## src/rtl/bcd_countdown_timer_if.sv

```systemverilog
// Control and display bundle of the BCD countdown timer.
// The host drives controls through master; the timer exposes its digits through slave.
interface bcd_countdown_timer_if;
  logic        clear;
  logic        run;
  logic [5:0]  set_sel;
  logic        set_inc;
  logic        reload_mode;
  logic [11:0] milli_o;
  logic [7:0]  seconds_o;
  logic [7:0]  minutes_o;
  logic [7:0]  hours_o;
  logic        running_o;
  logic        expired_o;

  modport master (
    output clear, run, set_sel, set_inc, reload_mode,
    input  milli_o, seconds_o, minutes_o, hours_o, running_o, expired_o
  );

  modport slave (
    input  clear, run, set_sel, set_inc, reload_mode,
    output milli_o, seconds_o, minutes_o, hours_o, running_o, expired_o
  );
endinterface

```

## src/rtl/bcd_countdown_timer.sv

```systemverilog
// HH:MM:SS.mmm BCD countdown timer with digit-set, pause, one-shot and auto-reload.
// The time register packs nine BCD digits: {h1,h0,m1,m0,s1,s0,ms2,ms1,ms0}.
module bcd_countdown_timer #(
  parameter int TICK_DIV = 100000,
  parameter int DIV_W    = $clog2(TICK_DIV)
) (
  input logic                  clk,
  input logic                  resetn,
  bcd_countdown_timer_if.slave bus
);

  typedef enum logic [1:0] {
    IDLE  = 2'd0,
    RUN   = 2'd1,
    PAUSE = 2'd2,
    DONE  = 2'd3
  } state_t;

  localparam logic [DIV_W-1:0] DIV_LAST = DIV_W'(TICK_DIV - 1);

  function automatic logic [3:0] inc_wrap(input logic [3:0] d, input logic [3:0] lim);
    return (d >= lim) ? 4'd0 : (d + 4'd1);
  endfunction

  // Value a digit takes when it borrows; digit 8 (hour tens) never borrows on a non-zero count.
  function automatic logic [3:0] dig_max(input int idx);
    case (idx)
      4, 6:    return 4'd5;
      8:       return 4'd2;
      default: return 4'd9;
    endcase
  endfunction

  function automatic logic [35:0] bcd_dec(input logic [35:0] v);
    logic [35:0] r;
    logic        borrow;
    r      = v;
    borrow = 1'b1;
    for (int i = 0; i < 9; i++) begin
      if (borrow) begin
        if (v[i*4 +: 4] == 4'd0) begin
          r[i*4 +: 4] = dig_max(i);
          borrow      = 1'b1;
        end else begin
          r[i*4 +: 4] = v[i*4 +: 4] - 4'd1;
          borrow      = 1'b0;
        end
      end else begin
        r[i*4 +: 4] = v[i*4 +: 4];
      end
    end
    return r;
  endfunction

  state_t           r_state;
  logic [35:0]      r_time;
  logic [23:0]      r_reload;
  logic [DIV_W-1:0] r_div;
  logic             r_inc_d;
  logic             r_running;
  logic             r_expired;

  state_t           w_state_nx;
  logic [35:0]      w_time_nx;
  logic [23:0]      w_reload_nx;
  logic [DIV_W-1:0] w_div_nx;
  logic             w_exp_nx;
  logic [23:0]      w_set_hms;
  logic             w_onehot;
  logic             w_set_ok;
  logic             w_tick;
  logic             w_nonzero;

  assign w_onehot  = (bus.set_sel != 6'd0) && ((bus.set_sel & (bus.set_sel - 6'd1)) == 6'd0);
  assign w_set_ok  = ((r_state == IDLE) || (r_state == PAUSE)) && w_onehot &&
                     bus.set_inc && !r_inc_d;
  assign w_tick    = (r_div == DIV_LAST);
  assign w_nonzero = (r_time != 36'd0);

  // HH:MM:SS after incrementing the selected digit, including the hour-tens clamp.
  always_comb begin
    w_set_hms = r_time[35:12];
    case (bus.set_sel)
      6'b000001: w_set_hms[3:0]   = inc_wrap(r_time[15:12], 4'd9);
      6'b000010: w_set_hms[7:4]   = inc_wrap(r_time[19:16], 4'd5);
      6'b000100: w_set_hms[11:8]  = inc_wrap(r_time[23:20], 4'd9);
      6'b001000: w_set_hms[15:12] = inc_wrap(r_time[27:24], 4'd5);
      6'b010000: w_set_hms[19:16] = inc_wrap(r_time[31:28],
                                             (r_time[35:32] == 4'd2) ? 4'd3 : 4'd9);
      6'b100000: begin
        w_set_hms[23:20] = inc_wrap(r_time[35:32], 4'd2);
        if ((w_set_hms[23:20] == 4'd2) && (r_time[31:28] > 4'd3)) begin
          w_set_hms[19:16] = 4'd3;
        end else begin
          w_set_hms[19:16] = r_time[31:28];
        end
      end
      default:   w_set_hms = r_time[35:12];
    endcase
  end

  // Next-state logic, priority clear > set > run control > tick.
  always_comb begin
    w_state_nx  = r_state;
    w_time_nx   = r_time;
    w_reload_nx = r_reload;
    w_div_nx    = r_div;
    w_exp_nx    = 1'b0;
    if (bus.clear) begin
      w_state_nx = IDLE;
      w_time_nx  = 36'd0;
      w_div_nx   = {DIV_W{1'b0}};
    end else if (w_set_ok) begin
      w_time_nx   = {w_set_hms, 12'h000};
      w_reload_nx = w_set_hms;
    end else begin
      case (r_state)
        IDLE: begin
          if (bus.run && w_nonzero) begin
            w_state_nx = RUN;
            w_div_nx   = {DIV_W{1'b0}};
          end else begin
            w_state_nx = IDLE;
          end
        end
        RUN: begin
          if (!bus.run) begin
            w_state_nx = PAUSE;
          end else if (w_tick) begin
            w_div_nx = {DIV_W{1'b0}};
            if (r_time == 36'h000000001) begin
              w_exp_nx = 1'b1;
              // Reload mode is sampled here so a mid-run change applies at this expiry.
              if (bus.reload_mode && (r_reload != 24'd0)) begin
                w_time_nx = {r_reload, 12'h000};
              end else begin
                w_time_nx  = 36'd0;
                w_state_nx = DONE;
              end
            end else begin
              w_time_nx = bcd_dec(r_time);
            end
          end else begin
            w_div_nx = r_div + DIV_W'(1);
          end
        end
        PAUSE: begin
          if (bus.run) begin
            w_state_nx = RUN;
          end else begin
            w_state_nx = PAUSE;
          end
        end
        DONE: begin
          if (!bus.run) begin
            w_state_nx = IDLE;
          end else begin
            w_state_nx = DONE;
          end
        end
        default: w_state_nx = IDLE;
      endcase
    end
  end

  // State, digits, reload, prescaler and registered status outputs.
  always_ff @(posedge clk or negedge resetn) begin
    if (!resetn) begin
      r_state   <= IDLE;
      r_time    <= 36'd0;
      r_reload  <= 24'd0;
      r_div     <= {DIV_W{1'b0}};
      r_inc_d   <= 1'b0;
      r_running <= 1'b0;
      r_expired <= 1'b0;
    end else begin
      r_state   <= w_state_nx;
      r_time    <= w_time_nx;
      r_reload  <= w_reload_nx;
      r_div     <= w_div_nx;
      r_inc_d   <= bus.set_inc;
      r_running <= (w_state_nx == RUN);
      r_expired <= w_exp_nx;
    end
  end

  assign bus.hours_o   = r_time[35:28];
  assign bus.minutes_o = r_time[27:20];
  assign bus.seconds_o = r_time[19:12];
  assign bus.milli_o   = r_time[11:0];
  assign bus.running_o = r_running;
  assign bus.expired_o = r_expired;

endmodule
```

## src/flat_wrapper.sv

```systemverilog
// flat-port wrapper written by rule: the top's interface ports become plain ports
module bcd_countdown_timer_flat 
#(
  parameter int TICK_DIV = 100000,
  parameter int DIV_W    = $clog2(TICK_DIV)
)
  (clk, resetn, bus_clear, bus_run, bus_set_sel, bus_set_inc, bus_reload_mode, bus_milli_o, bus_seconds_o, bus_minutes_o, bus_hours_o, bus_running_o, bus_expired_o);
  bcd_countdown_timer_if bus_i ();
  input logic clk;
  input logic resetn;
  input wire logic [$bits(bus_i.clear)-1:0] bus_clear;
  input wire logic [$bits(bus_i.run)-1:0] bus_run;
  input wire logic [$bits(bus_i.set_sel)-1:0] bus_set_sel;
  input wire logic [$bits(bus_i.set_inc)-1:0] bus_set_inc;
  input wire logic [$bits(bus_i.reload_mode)-1:0] bus_reload_mode;
  output wire logic [$bits(bus_i.milli_o)-1:0] bus_milli_o;
  output wire logic [$bits(bus_i.seconds_o)-1:0] bus_seconds_o;
  output wire logic [$bits(bus_i.minutes_o)-1:0] bus_minutes_o;
  output wire logic [$bits(bus_i.hours_o)-1:0] bus_hours_o;
  output wire logic [$bits(bus_i.running_o)-1:0] bus_running_o;
  output wire logic [$bits(bus_i.expired_o)-1:0] bus_expired_o;
  assign bus_i.clear = bus_clear;
  assign bus_i.run = bus_run;
  assign bus_i.set_sel = bus_set_sel;
  assign bus_i.set_inc = bus_set_inc;
  assign bus_i.reload_mode = bus_reload_mode;
  assign bus_milli_o = bus_i.milli_o;
  assign bus_seconds_o = bus_i.seconds_o;
  assign bus_minutes_o = bus_i.minutes_o;
  assign bus_hours_o = bus_i.hours_o;
  assign bus_running_o = bus_i.running_o;
  assign bus_expired_o = bus_i.expired_o;
  bcd_countdown_timer #(.TICK_DIV(TICK_DIV), .DIV_W(DIV_W)) u_core (.clk(clk), .resetn(resetn), .bus(bus_i));
endmodule
```

## config.mk

```make
export PLATFORM = sky130hd
export DESIGN_NAME = bcd_countdown_timer_flat
export DESIGN_NICKNAME = d
export VERILOG_FILES = /design/src/rtl/bcd_countdown_timer_if.sv /design/src/rtl/bcd_countdown_timer.sv /design/src/flat_wrapper.sv
export SDC_FILE = /design/constraint.sdc
export NUM_CORES = 1
export LEC_CHECK = 0
export ABC_AREA = 1
export CORE_MARGIN = 1
export CORE_UTILIZATION = 60
export CTS_CLUSTER_DIAMETER = 30
export CTS_CLUSTER_SIZE = 14
export DETAILED_ROUTE_END_ITERATION = 10
export GPL_TIMING_DRIVEN = 0
export PLACE_DENSITY = 0.82
export SETUP_SLACK_MARGIN = 0.05
export SKIP_CTS_REPAIR_TIMING = 1
export SLEW_MARGIN = 40
export SYNTH_ARGS = -nofsm -noshare
export SYNTH_HDL_FRONTEND = slang
export SYNTH_SLANG_ARGS = --single-unit
```

## constraint.sdc

```tcl
create_clock -name clk -period 4.5 [get_ports clk]
set_input_delay 0.9 -clock clk [delete_from_list [all_inputs] [get_ports clk]]
set_output_delay 0.9 -clock clk [all_outputs]
set_load 0.02 [all_outputs]
```

# Yosys cells after proc, flatten, opt, wreduce, memory -nomap -nowiden
# Cells that the tools add are included.
# totals
wordCells	227
regBits	82
input_bits	12
output_inout_bits	38
# op_classes
magnitude_cmp	7
eq_ne	17
addsub	17
n_reduce_logical	46
mux	123
n_bitwise	2
# op_table
cell	n
two-way mux 36 bit	7
two-way mux 4 bit	30
two-way mux 17 bit	5
two-way mux 1 bit	70
equality test 36 x 1 -> 1 bit, second input constant	1
zero test 4 bit	9
AND reduction 4 bit	9
nonzero test 36 bit	1
subtractor 4 x 1 -> 4 bit, second input constant	9
case mux 17 bit (2 select lines)	1
nonzero test 4 bit	8
adder 4 x 1 -> 4 bit, second input constant	6
nonzero test 24 bit	1
adder 17 x 1 -> 17 bit, second input constant	1
equality test 17 bit, second input constant	1
two-way mux 2 bit	8
nonzero test 3 bit	4
equality test 4 x 2 -> 1 bit, second input constant	2
>= comparator 4 x 3 -> 1 bit, second input constant	2
>= comparator 4 bit, second input constant	2
case mux 2 bit (4 select lines)	1
case mux 4 bit (2 select lines)	1
logical AND 1 bit	7
AND 6 bit	1
other kinds (22)	25

# Longest topological paths before layout
# Gate-level depths: netlist (run 1).
# depth
ltp_word	65
depth_mapped	17
depth_no_buf	17

# Worst setup path after synthesis (run 1)
# No wires, ideal clock.
# synth_path
path_type	input to register
start	in bus_set_sel[2]
end	reg u_core.r_time[19]
arrival_ps	2037
path_buffers	1
stages	13
path_slack_ps	2345
cell_sequence	nor2_2 > nand2_1 > nand2_1 > nand2_2 > nor2_4 > nor2_8 > nand2_4 > buf_8 > nand2_4 > clkinv_2 > nand2_1 > nor2_1 > nor2_1
# synth_between
elab_chain_len	9
# synth_rtl
item	line_no	text
start, declared	flat_wrapper.sv:13	input wire logic [$bits(bus_i.set_sel)-1:0] bus_set_sel;
subtractor 6 x 1 -> 6 bit	bcd_countdown_timer.sv:74	assign w_onehot = (bus.set_sel != 6'd0) && ((bus.set_sel & (bus.set_sel - 6'd1)) == 6'd0);
AND 6 bit	bcd_countdown_timer.sv:74	
zero test 6 bit	bcd_countdown_timer.sv:74	
logical AND 1 bit	bcd_countdown_timer.sv:74	
logical AND 1 bit (2 in series)	bcd_countdown_timer.sv:75	assign w_set_ok = ((r_state == IDLE) || (r_state == PAUSE)) && w_onehot &&
logical AND 1 bit	bcd_countdown_timer.sv:76	bus.set_inc && !r_inc_d;
nonzero test 4 bit (no source line) (tied with other cells)	--	
AND reduction 4 bit (no source line) or two-way mux 36 bit (tied branches)	--	
end signal, assigned	bcd_countdown_timer.sv:178	r_time <= w_time_nx;
end, declared	bcd_countdown_timer.sv:56	logic [35:0] r_time;
# Several ways; a longest one is shown, not always the timed one.
# A chain may end at the register's enable or synchronous reset.

# Worst setup path after layout (run 1)
# layout_path
start	in bus_set_sel[1]
end	reg u_core.r_time[23]
# The elaborated chain is that of the path after synthesis.

==> results of run 1 <==
flip-flops by register name (all words and copies together), names as in the netlist:
signal,cells
u_core.r_inc_d,1
u_core.r_div,17
u_core.r_reload,24
u_core.bus.running_o,1
u_core.r_time,36
u_core.r_state,2
u_core.bus.expired_o,1
synth_stat cells, types with 4 or more instances:
library cell                 n  area share
sky130_fd_sc_hd__nand3b_1    4      0.0048
sky130_fd_sc_hd__a21oi_1    18       0.014
sky130_fd_sc_hd__nor2_1     86       0.051
sky130_fd_sc_hd__inv_1      85       0.051
sky130_fd_sc_hd__nor2_2      7      0.0070
sky130_fd_sc_hd__xnor2_1     4      0.0056
sky130_fd_sc_hd__inv_2      16      0.0095
sky130_fd_sc_hd__buf_6       6       0.011
sky130_fd_sc_hd__nor3_1     28       0.022
sky130_fd_sc_hd__o21ai_1    12      0.0095
sky130_fd_sc_hd__xor2_1      7      0.0097
sky130_fd_sc_hd__nand2_4     6       0.011
sky130_fd_sc_hd__nand2_2    18       0.018
sky130_fd_sc_hd__buf_2       6      0.0048
sky130_fd_sc_hd__nand4_1    12       0.012
sky130_fd_sc_hd__o21ai_0    41       0.033
sky130_fd_sc_hd__nand2_1   279        0.17
sky130_fd_sc_hd__ha_1       23       0.046
sky130_fd_sc_hd__nand3_2     4      0.0064
sky130_fd_sc_hd__dfrtp_1    82        0.33
sky130_fd_sc_hd__nand3_1   107       0.085
sky130_fd_sc_hd__o21ai_2    15       0.021
sky130_fd_sc_hd__o22ai_1     9      0.0089
sky130_fd_sc_hd__nor2_4     13       0.023
where the power goes:
part | switching, mW | internal, mW | total, mW
logic | 1.12 | 0.729 | 1.85
clock network | 0.276 | 0.341 | 0.616
registers | 0.236 | 0.902 | 1.14
through the flow:
stage / instances / setup WS [ps] / total power [mW] / cell area (um^2) / hold slack [ps]
after floorplan: 916 / 2350 / 2.41 / 6290 / 472
after global placement: 1100 / -479 / 2.93 / 6940 / 489
after detailed placement: 1101 / 1410 / 2.98 / 6970 / 496
after CTS: 1116 / 1790 / 3.60 / 7190 / 413
after global routing: 1116 / 1570 / 3.90 / 7190 / 423
final: 1116 / 1750 / 3.60 / 7190 / 396
per-layer routing:
metal | part of all wire | wire length, um | up-vias | global-route usage
met1 | 0.45 | 7070 | 2841 | 0.415
met5 | 0 | 0 | - | 0
met2 | 0.46 | 7270 | 200 | 0.497
met4 | 0.027 | 422 | 0 | 0.134
met3 | 0.068 | 1080 | 38 | 0.0545
li1 | - | - | 3071 | -
worst max-delay path, cell delays in order:
cell                              delay [ps]
sky130_fd_sc_hd__clkdlybuf4s50_1         510
sky130_fd_sc_hd__inv_2                   110
sky130_fd_sc_hd__nand2_1                  60
sky130_fd_sc_hd__nor2_2                  140
sky130_fd_sc_hd__nand2_2                 130
sky130_fd_sc_hd__nand2_2                 100
sky130_fd_sc_hd__nand2_4                  80
sky130_fd_sc_hd__nor2_4                  250
sky130_fd_sc_hd__buf_2                   330
sky130_fd_sc_hd__nand4_1                 190
sky130_fd_sc_hd__nand3_1                 140
sky130_fd_sc_hd__nand2_1                  50
sky130_fd_sc_hd__nand2_1                  50
area by class of cell:
| cell class | count | area (um^2) |
|---|---|---|
| Fill cell | 884 | 3040 |
| Tap cell | 136 | 170 |
| Inverter | 105 | 398 |
| Clock buffer | 13 | 159 |
| Timing Repair Buffer | 49 | 509 |
| Buffer | 18 | 143 |
| Multi-Input combinational cell | 711 | 3700 |
| Clock inverter | 2 | 60.1 |
| Sequential cell | 82 | 2050 |
worst max-delay path by stage:
stage	start	end	slack (ps)	depth (start not counted)
2_1_floorplan	bus_set_sel[2]	u_core.r_time[19]$_DFFE_PN0P_	2350	13
3_3_place_gp	resetn	u_core.r_div[13]$_DFFE_PN0P_	-480	1
3_5_place_dp	bus_set_sel[1]	u_core.r_time[23]$_DFFE_PN0P_	1410	13
4_1_cts	bus_set_sel[1]	u_core.r_time[23]$_DFFE_PN0P_	1790	13
5_1_grt	bus_set_sel[2]	u_core.r_time[23]$_DFFE_PN0P_	1570	13
6_report	bus_set_sel[1]	u_core.r_time[23]$_DFFE_PN0P_	1750	13
logic make-up after synthesis:
group	synth area share
XOR/XNOR	0.0153
buffers and inverters	0.0859
AND/OR/NAND/NOR	0.428
flip-flops	0.326
AO/OA/AOI/OAI	0.0986
adder cells (fa/ha/maj)	0.0457
==> metrics.log, run 1 <==
[metrics] floorplan die width: roughly 100 um
[metrics] type of origin of the critical path: input port
[metrics] net count after synthesis: roughly 950
[metrics] Clock Sink Count: just over 80
[metrics] leading register cell type out of synthesis: sky130_fd_sc_hd__dfrtp_1
[metrics] H-tree depth reported by CTS: 3
[metrics] routed wire length per instance: ~14 um
[metrics] P_leak: ~3.5 nW
[metrics] most frequent standard cell in the layout excluding fill and tap cells: sky130_fd_sc_hd__nand2_1
[metrics] Clk Tree Root Cell: sky130_fd_sc_hd__clkbuf_8
[metrics] vias in the first global route: between 5,000 and 6,000
[metrics] Syn Area/Cell: about 6.9 um^2
[metrics] number of buffers added by the clock tree synthesis step: 9
[metrics] capture point of the worst reg-to-reg path: u_core.r_time[28]$_DFFE_PN0P_
[metrics] Bufs on Longest Clock Path: 2
[metrics] share of synthesized area occupied by flip-flops and latches: 0.326
[metrics] required time of the critical path: 4820 ps
[metrics] run status: finished clean
[metrics] final clock period utilization by the worst path: 0.610
[metrics] remaining routing DRC violations: 0
[metrics] TritonCTS clock tree: built
[metrics] Final nets: 1,011
[metrics] Syn Inst Count: 916
[metrics] signal arrival time at the worst endpoint: between 3000 and 4000 ps
[metrics] Starting Density: 0.615
[metrics] number of different library cells in the post-synthesis netlist: 43
[metrics] final antenna diode count: 0
[metrics] Clock transition at path regs: around 80 ps
[metrics] Placement Rows: 37
[metrics] final HPWL from detailed placement: 12,000 um
[metrics] Ys Warns: 0
[metrics] cell area after synthesis: 6290 um^2
[metrics] Setup Skew: 9.28 ps
[metrics] Layout Utilization: 0.703
[metrics] ratio of cells with drive above 1 in the final layout: 0.126
[metrics] maximum number of pins on one net before global-route repair: 50
[metrics] Seq cells post-synth: ~80
[metrics] total iterations of the first detailed-routing run: 5
[metrics] detailed-route via count: around 6,200
[metrics] routed via count divided by cell count: 5.51
[metrics] achievable frequency: about 0.36 GHz
[metrics] Hold Violations, Final: 0
[metrics] most frequent cells in the layout: sky130_fd_sc_hd__nand2_1, sky130_fd_sc_hd__nand3_1, sky130_fd_sc_hd__nor2_1
[metrics] type of the tightest min-delay check: in -> async
[metrics] setup repair after global routing missed its margin: no
[metrics] Max-slew headroom: 0.594
[metrics] initial DRC count: 377
[metrics] number of enable-type register cells in the synthesized netlist: 0
[metrics] first-pass GRT wire length: between 20,000 and 30,000 um
[metrics] final setup fails: 0
[metrics] Async S/R FF share, synth: 1.00
[metrics] category of the most critical setup path: in -> reg
[metrics] endpoint class of the critical path: flip-flop
[metrics] antenna violations before repair: 0
[metrics] overall die area: ~11,000 um^2
[metrics] max capacitance violation total: 0
[metrics] P per Cell Area: roughly 500 nW/um^2
[metrics] DRT antenna net count: 0
[metrics] die outline height: around 100 um
[metrics] maximum resistive drop on vdd: roughly 0.35 mV
[metrics] wire length reported by the detailed router: 15,800 um
[metrics] Post-Route Setup TNS: 0 ps
[metrics] overflow left after global routing: 0
[metrics] slew at the pin closest to its max-slew limit: approximately 610 ps
[metrics] R2R cell count: 12
[metrics] core outline area: about 10,000 um^2
[metrics] Pins Over Slew Limit: 0
[metrics] Final Critical Period: 2750 ps
[metrics] number of primary I/O pins: 50
[metrics] Crit Reg-Reg Startpoint: u_core.r_time[20]$_DFFE_PN0P_
[metrics] clock latency at the later pin of the worst-skew pair: 380 ps
[metrics] worst setup slack for register-to-register paths: approximately 2100 ps
[metrics] worst-path maximum fanout: 10
[metrics] Tot GR Track Use: 0.311
[metrics] area delta synth->final: 14.3%
[metrics] # port buffers: 48
[metrics] Placer Congestion: about 0.96
(Power assumes the default switching activity.)
==> run 2: changes to the inputs <==
--- a/config.mk
+++ b/config.mk
@@ -7,12 +7,12 @@
 export LEC_CHECK = 0
 export ABC_AREA = 1
 export CORE_MARGIN = 1
-export CORE_UTILIZATION = 60
+export CORE_UTILIZATION = 54
 export CTS_CLUSTER_DIAMETER = 30
 export CTS_CLUSTER_SIZE = 14
 export DETAILED_ROUTE_END_ITERATION = 10
 export GPL_TIMING_DRIVEN = 0
-export PLACE_DENSITY = 0.82
+export PLACE_DENSITY = 0.78
 export SETUP_SLACK_MARGIN = 0.05
 export SKIP_CTS_REPAIR_TIMING = 1
 export SLEW_MARGIN = 40
==> constraint.sdc (replaced) <==
create_clock -name clk -period 2.4 [get_ports clk]
set_input_delay 0.48 -clock clk [delete_from_list [all_inputs] [get_ports clk]]
set_output_delay 0.48 -clock clk [all_outputs]
set_load 0.02 [all_outputs]
==> run 2 against run 1 <==
Net effect: sequential share of layout area shrank 0.76 points; first-iteration DRC count rose by 32%; via count increased by 0.36%; wire length increased by 3.7%.
==> metrics.log, run 2 (synthesized netlist as in run 1, its figures left out) <==
[metrics] run status: finished clean
[metrics] remaining routing DRC violations: 0
[metrics] Pins Over Slew Limit: 0
[metrics] endpoint class of the critical path: flip-flop
[metrics] required time of the critical path: ~2700 ps
[metrics] final instance count without filler cells: around 1,100
[metrics] number of buffers added by the clock tree synthesis step: 9
[metrics] die outline height: roughly 110 um
[metrics] switching power share of the total: 0.444
[metrics] area delta synth->final: 17.6%
[metrics] Clock Sink Count: 82
[metrics] final HPWL from detailed placement: between 10,000 and 15,000 um
[metrics] # port buffers: between 40 and 50
[metrics] vias in the first global route: ~5,500
[metrics] Tot GR Track Use: 0.289
[metrics] Final nets: between 1,000 and 1,500
[metrics] combinational group share of total power: 0.495
[metrics] slew at the pin closest to its max-slew limit: between 500 and 600 ps
[metrics] type of origin of the critical path: flip-flop
[metrics] P_leak: ~3.5 nW
[metrics] DRT antenna net count: 0
[metrics] routed wire length per instance: about 15 um
[metrics] P per Cell Area: about 970 nW/um^2
[metrics] most frequent cells in the layout: sky130_fd_sc_hd__nand2_1, sky130_fd_sc_hd__nand3_1, sky130_fd_sc_hd__nor2_1
[metrics] wire length reported by the detailed router: 16,400 um
[metrics] sequential share of power: 0.301
[metrics] overall die area: roughly 12,000 um^2
[metrics] cell area after placement: between 6000 and 7000 um^2
[metrics] total iterations of the first detailed-routing run: 6
[metrics] Crit Reg-Reg Startpoint: u_core.r_time[24]$_DFFE_PN0P_
[metrics] max capacitance violation total: 0
[metrics] Clk Tree Root Cell: sky130_fd_sc_hd__clkbuf_16
[metrics] worst setup slack for register-to-register paths: about 150 ps
[metrics] initial DRC count: approximately 500
[metrics] Clock transition at path regs: approximately 60 ps
[metrics] achievable frequency: 0.445 GHz
[metrics] most frequent standard cell in the layout excluding fill and tap cells: sky130_fd_sc_hd__nand2_1
[metrics] Hold Violations, Final: 0
[metrics] signal arrival time at the worst endpoint: roughly 2500 ps
[metrics] clock power share: 0.204
[metrics] total area of sequential cells: 2060 um^2
[metrics] number of primary I/O pins: 50
[metrics] number of fill cells in the layout: approximately 1,000
[metrics] routed length on met2: 8040 um
[metrics] category of the most critical setup path: reg -> reg
[metrics] highest signal layer in the routed design: met4
[metrics] PnR worst setup slack: 155 ps
[metrics] register with the most flip-flops: u_core.r_time
[metrics] Placement Rows: 39
[metrics] worst-case hold slack: roughly 26 ps
[metrics] switching power summed over all nets: between 3 and 4 mW
[metrics] final clock period utilization by the worst path: 0.936
[metrics] routed via count divided by cell count: about 5.5
[metrics] H-tree depth reported by CTS: 3
[metrics] antenna violations before repair: 0
[metrics] worst-path maximum fanout: 10
[metrics] TritonCTS clock tree: built
[metrics] final antenna diode count: 0
[metrics] detailed-route via count: approximately 6,200
[metrics] area of the multi-input gates: ~3700 um^2
[metrics] post-route total power: just over 7 mW
[metrics] Placer Congestion: about 1.0
[metrics] Max-slew headroom: 0.660
[metrics] final setup fails: 0
[metrics] Post-Layout Inst Area: between 7000 and 8000 um^2
[metrics] first-pass GRT wire length: approximately 27,000 um
[metrics] core outline area: around 11,000 um^2
[metrics] Starting Density: 0.554
[metrics] Bufs on Longest Clock Path: 2
[metrics] type of the tightest min-delay check: in -> async
[metrics] Largest register FFs: 36
[metrics] Final Critical Period: around 2200 ps
[metrics] internal power of the cells: 4.00 mW
[metrics] routed wire length on met3: ~880 um
[metrics] maximum number of pins on one net before global-route repair: 48
[metrics] critical path launch point: u_core.r_time[24]$_DFFE_PN0P_
[metrics] clock latency at the later pin of the worst-skew pair: about 350 ps
[metrics] floorplan die width: around 110 um
[metrics] ratio of cells with drive above 1 in the final layout: 0.156
[metrics] Post-Route Setup TNS: 0 ps
[metrics] Layout Utilization: 0.651
[metrics] maximum resistive drop on vdd: roughly 0.6 mV
[metrics] Placed Cells: about 1,100
[metrics] wire length on met1: ~7000 um
[metrics] overflow left after global routing: 0
[metrics] setup repair after global routing missed its margin: yes
[metrics] Setup Skew: 9.69 ps
[metrics] worst slack, placed: -233 ps
[metrics] Largest regs: u_core.r_time (36), u_core.r_reload (24), u_core.r_div (17)
==> run 2: layout make-up <==
class | count | share of cell area
multi-input combinational | 711 | 0.504
sequential | 82 | 0.278
timing repair buffer | 57 | 0.0769
inverter | 105 | 0.0543
clock buffer | 13 | 0.0365
tap | 143 | 0.0242
buffer | 18 | 0.0199
clock inverter | 3 | 0.00625
==> run 2: final timing paths <==
path	to	cells past startpoint
min	u_core.r_time[26]$_DFFE_PN0P_	1
max	u_core.r_time[34]$_DFFE_PN0P_	13
min in group clk	u_core.r_reload[9]$_DFFE_PN0P_	2
max reg2reg	u_core.r_time[34]$_DFFE_PN0P_	13
min reg2reg	u_core.r_reload[9]$_DFFE_PN0P_	2
max in group asynchronous	u_core.r_time[32]$_DFFE_PN0P_	2
==> run 2: critical path, cell delays in order, from the launching register on <==
cell,delay [ps]
sky130_fd_sc_hd__dfrtp_1,480
sky130_fd_sc_hd__inv_1,110
sky130_fd_sc_hd__ha_2,210
sky130_fd_sc_hd__nand2_2,90
sky130_fd_sc_hd__nor2_4,160
sky130_fd_sc_hd__nand2_2,120
sky130_fd_sc_hd__nor2_4,160
sky130_fd_sc_hd__nand3_4,160
sky130_fd_sc_hd__nor2_4,150
sky130_fd_sc_hd__buf_4,200
sky130_fd_sc_hd__nand2_1,80
sky130_fd_sc_hd__nand3_1,100
sky130_fd_sc_hd__nand3_1,80
sky130_fd_sc_hd__nand2_1,70
==> run 2: power groups by stage <==
stage               registers [mW]  clock network (mW)  logic, mW
floorplan                     2.35                   0       2.17
global placement              2.16                   0       3.39
detailed placement            2.17                   0       3.45
CTS                           2.15                1.49       3.47
global route                  2.22                1.53       3.97
finish                        2.16                1.46       3.56
==> run 2: layer usage <==
layer,track usage,vias up
met5,0,-
met4,0.137,0
met3,0.0409,32
met2,0.486,157
met1,0.364,2874
li1,-,3109
==> run 3: changes to the inputs <==
--- a/config.mk
+++ b/config.mk
@@ -12,10 +12,10 @@
 export CTS_CLUSTER_SIZE = 14
 export DETAILED_ROUTE_END_ITERATION = 10
 export GPL_TIMING_DRIVEN = 0
-export PLACE_DENSITY = 0.78
+export PLACE_DENSITY = 0.9
 export SETUP_SLACK_MARGIN = 0.05
 export SKIP_CTS_REPAIR_TIMING = 1
-export SLEW_MARGIN = 40
+export SLEW_MARGIN = 10
 export SYNTH_ARGS = -nofsm -noshare
 export SYNTH_HDL_FRONTEND = slang
 export SYNTH_SLANG_ARGS = --single-unit
==> run 3 against run 2 <==
Net effect: combinational power about the same; largest power group unchanged; clock power about the same; sequential share of layout area up 0.091 points; clock skew about the same; hold slack worse by 26 ps; design area down 0.39%; critical endpoint is now u_core.r_time[31]$_DFFE_PN0P_; global-route usage down 0.29 points; first-iteration DRC count up 1.6%; highest routed layer unchanged; wire length up 0.10%; critical path depth unchanged; utilization down 0.25 points.
==> metrics.log, run 3 (synthesized netlist as in run 1, its figures left out) <==
[metrics] run status: finished clean
[metrics] Bufs on Longest Clock Path: 2
[metrics] vias in the first global route: 5,703
[metrics] routed wire length per instance: roughly 15 um
[metrics] antenna violations before repair: 0
[metrics] total iterations of the first detailed-routing run: 7
[metrics] overflow left after global routing: 0
[metrics] slowest cell on the critical path: sky130_fd_sc_hd__clkdlybuf4s50_1
[metrics] critical path launch point: bus_set_sel[1]
[metrics] wire length reported by the detailed router: approximately 16,000 um
[metrics] post-route total power: 7.16 mW
[metrics] # port buffers: 48
[metrics] final HPWL from detailed placement: approximately 12,000 um
[metrics] area delta synth->final: 17.2%
[metrics] Cell Chain, Critical Path: clkdlybuf4s50_1 -> inv_2 -> nand2_1 -> nor2_2 -> nand2_2 -> nand2_2 -> nand2_4 -> nor2_4 -> buf_2 -> nand2_1 -> nand3_1 -> nand2_1 -> nand2_1
[metrics] final setup fails: 0
[metrics] most frequent standard cell in the layout excluding fill and tap cells: sky130_fd_sc_hd__nand2_1
[metrics] maximum resistive drop on vdd: 0.884 mV
[metrics] number of buffers added by the clock tree synthesis step: 9
[metrics] achievable frequency: 0.447 GHz
[metrics] Largest register FFs: 36
[metrics] Pins Over Slew Limit: 0
[metrics] most frequent cell on the critical path: sky130_fd_sc_hd__nand2_1
[metrics] die outline height: about 110 um
[metrics] Final nets: around 1,000
[metrics] detailed-route via count: about 6,300
[metrics] TritonCTS clock tree: built
[metrics] type of the tightest min-delay check: in -> async
[metrics] worst setup slack for register-to-register paths: around 210 ps
[metrics] final clock period utilization by the worst path: 0.933
[metrics] crit path capture: u_core.r_time[31]$_DFFE_PN0P_
[metrics] routed via count divided by cell count: ~5.6
[metrics] required time of the critical path: between 2000 and 3000 ps
[metrics] slew at the pin closest to its max-slew limit: 509 ps
[metrics] Clock transition at path regs: around 60 ps
[metrics] remaining routing DRC violations: 0
[metrics] Hold Violations, Final: 0
[metrics] P per Cell Area: between 900 and 1000 nW/um^2
[metrics] Clk Tree Root Cell: sky130_fd_sc_hd__clkbuf_16
[metrics] register with the most flip-flops: u_core.r_time
[metrics] core outline area: ~11,000 um^2
[metrics] overall die area: about 12,000 um^2
[metrics] Setup Skew: approximately 9.5 ps
[metrics] Crit Reg-Reg Startpoint: u_core.r_reload[1]$_DFFE_PN0P_
[metrics] first-pass GRT wire length: 26,400 um
[metrics] H-tree depth reported by CTS: 3
[metrics] clock latency at the later pin of the worst-skew pair: roughly 350 ps
[metrics] Placer Congestion: 0.978
[metrics] DRT antenna net count: 0
[metrics] endpoint class of the critical path: flip-flop
[metrics] type of origin of the critical path: input port
[metrics] ratio of cells with drive above 1 in the final layout: 0.145
[metrics] Largest regs: u_core.r_time (36), u_core.r_reload (24), u_core.r_div (17)
[metrics] setup repair after global routing missed its margin: yes
[metrics] capture point of the worst reg-to-reg path: u_core.r_time[31]$_DFFE_PN0P_
[metrics] P_leak: roughly 3.5 nW
[metrics] final antenna diode count: 0
[metrics] Post-Route Setup TNS: 0 ps
[metrics] Placement Rows: 39
[metrics] number of primary I/O pins: 50
[metrics] initial DRC count: 504
[metrics] Layout Utilization: 0.649
[metrics] signal arrival time at the worst endpoint: 2520 ps
[metrics] worst-path maximum fanout: 10
[metrics] most frequent cells in the layout: sky130_fd_sc_hd__nand2_1, sky130_fd_sc_hd__nand3_1, sky130_fd_sc_hd__inv_1, sky130_fd_sc_hd__nor2_1, sky130_fd_sc_hd__dfrtp_1
[metrics] max capacitance violation total: 0
[metrics] Clock Sink Count: a little over 80
[metrics] Final Critical Period: between 2000 and 2500 ps
[metrics] largest stage delay on the critical path: 550 ps
[metrics] Tot GR Track Use: 0.286
[metrics] floorplan die width: 110 um
[metrics] number of fill cells in the layout: approximately 970
[metrics] Max-slew headroom: 0.660
[metrics] R2R cell count: 11
[metrics] maximum number of pins on one net before global-route repair: 66
[metrics] category of the most critical setup path: in -> reg
[metrics] Starting Density: 0.554
[run 3: where the power goes]
group	switching [mW]	leakage, nW	internal (mW)
registers	0.453	1.08	1.70
clock network	0.559	0.153	0.910
logic	2.15	2.29	1.39
total	3.16	3.52	4.00
[run 3: worst min-delay path by stage]
stage / to / slack, ps / cells after the start
after floorplan: u_core.bus.expired_o$_DFF_PN0_ / 180 / 0
after global placement: u_core.r_reload[15]$_DFFE_PN0P_ / 490 / 2
after detailed placement: u_core.r_time[25]$_DFFE_PN0P_ / 380 / 1
after CTS: u_core.r_time[25]$_DFFE_PN0P_ / 6 / 1
after global routing: u_core.r_time[25]$_DFFE_PN0P_ / 20 / 1
final: u_core.r_time[25]$_DFFE_PN0P_ / 0.4 / 1
[run 3: cell type report]
| cell class | count | area (um^2) | area share |
|---|---|---|---|
| sequential | 82 | 2050 | 0.279 |
| clock buffer | 11 | 233 | 0.0316 |
| tap | 143 | 179 | 0.0243 |
| clock inverter | 5 | 78.8 | 0.0107 |
| buffer | 18 | 149 | 0.0202 |
| inverter | 105 | 402 | 0.0545 |
| multi-input combinational | 711 | 3730 | 0.506 |
| timing repair buffer | 54 | 546 | 0.0740 |
[run 3: stage by stage]
stage	hold slack (ps)	cell area (um^2)	setup slack, ps	cells
after floorplan	184	6290	361	916
after global placement	489	6950	-2140	1107
after detailed placement	377	6980	-259	1108
after CTS	6.09	7290	58.6	1124
after global routing	15.2	7370	11.3	1129
final	0.382	7370	161	1129
[run 3: metal layers]
layer,wire length (um),up-vias,GRT usage
li1,-,3098,-
met1,6980,2929,0.346
met2,7950,206,0.474
met3,896,51,0.0545
met4,626,0,0.167
met5,0,-,0
[run 3: worst max-delay path, delay by kind of cell]
kind | cells | cell delay, ps
buffers and inverters | 3 | 960
AND/OR/NAND/NOR | 10 | 1080
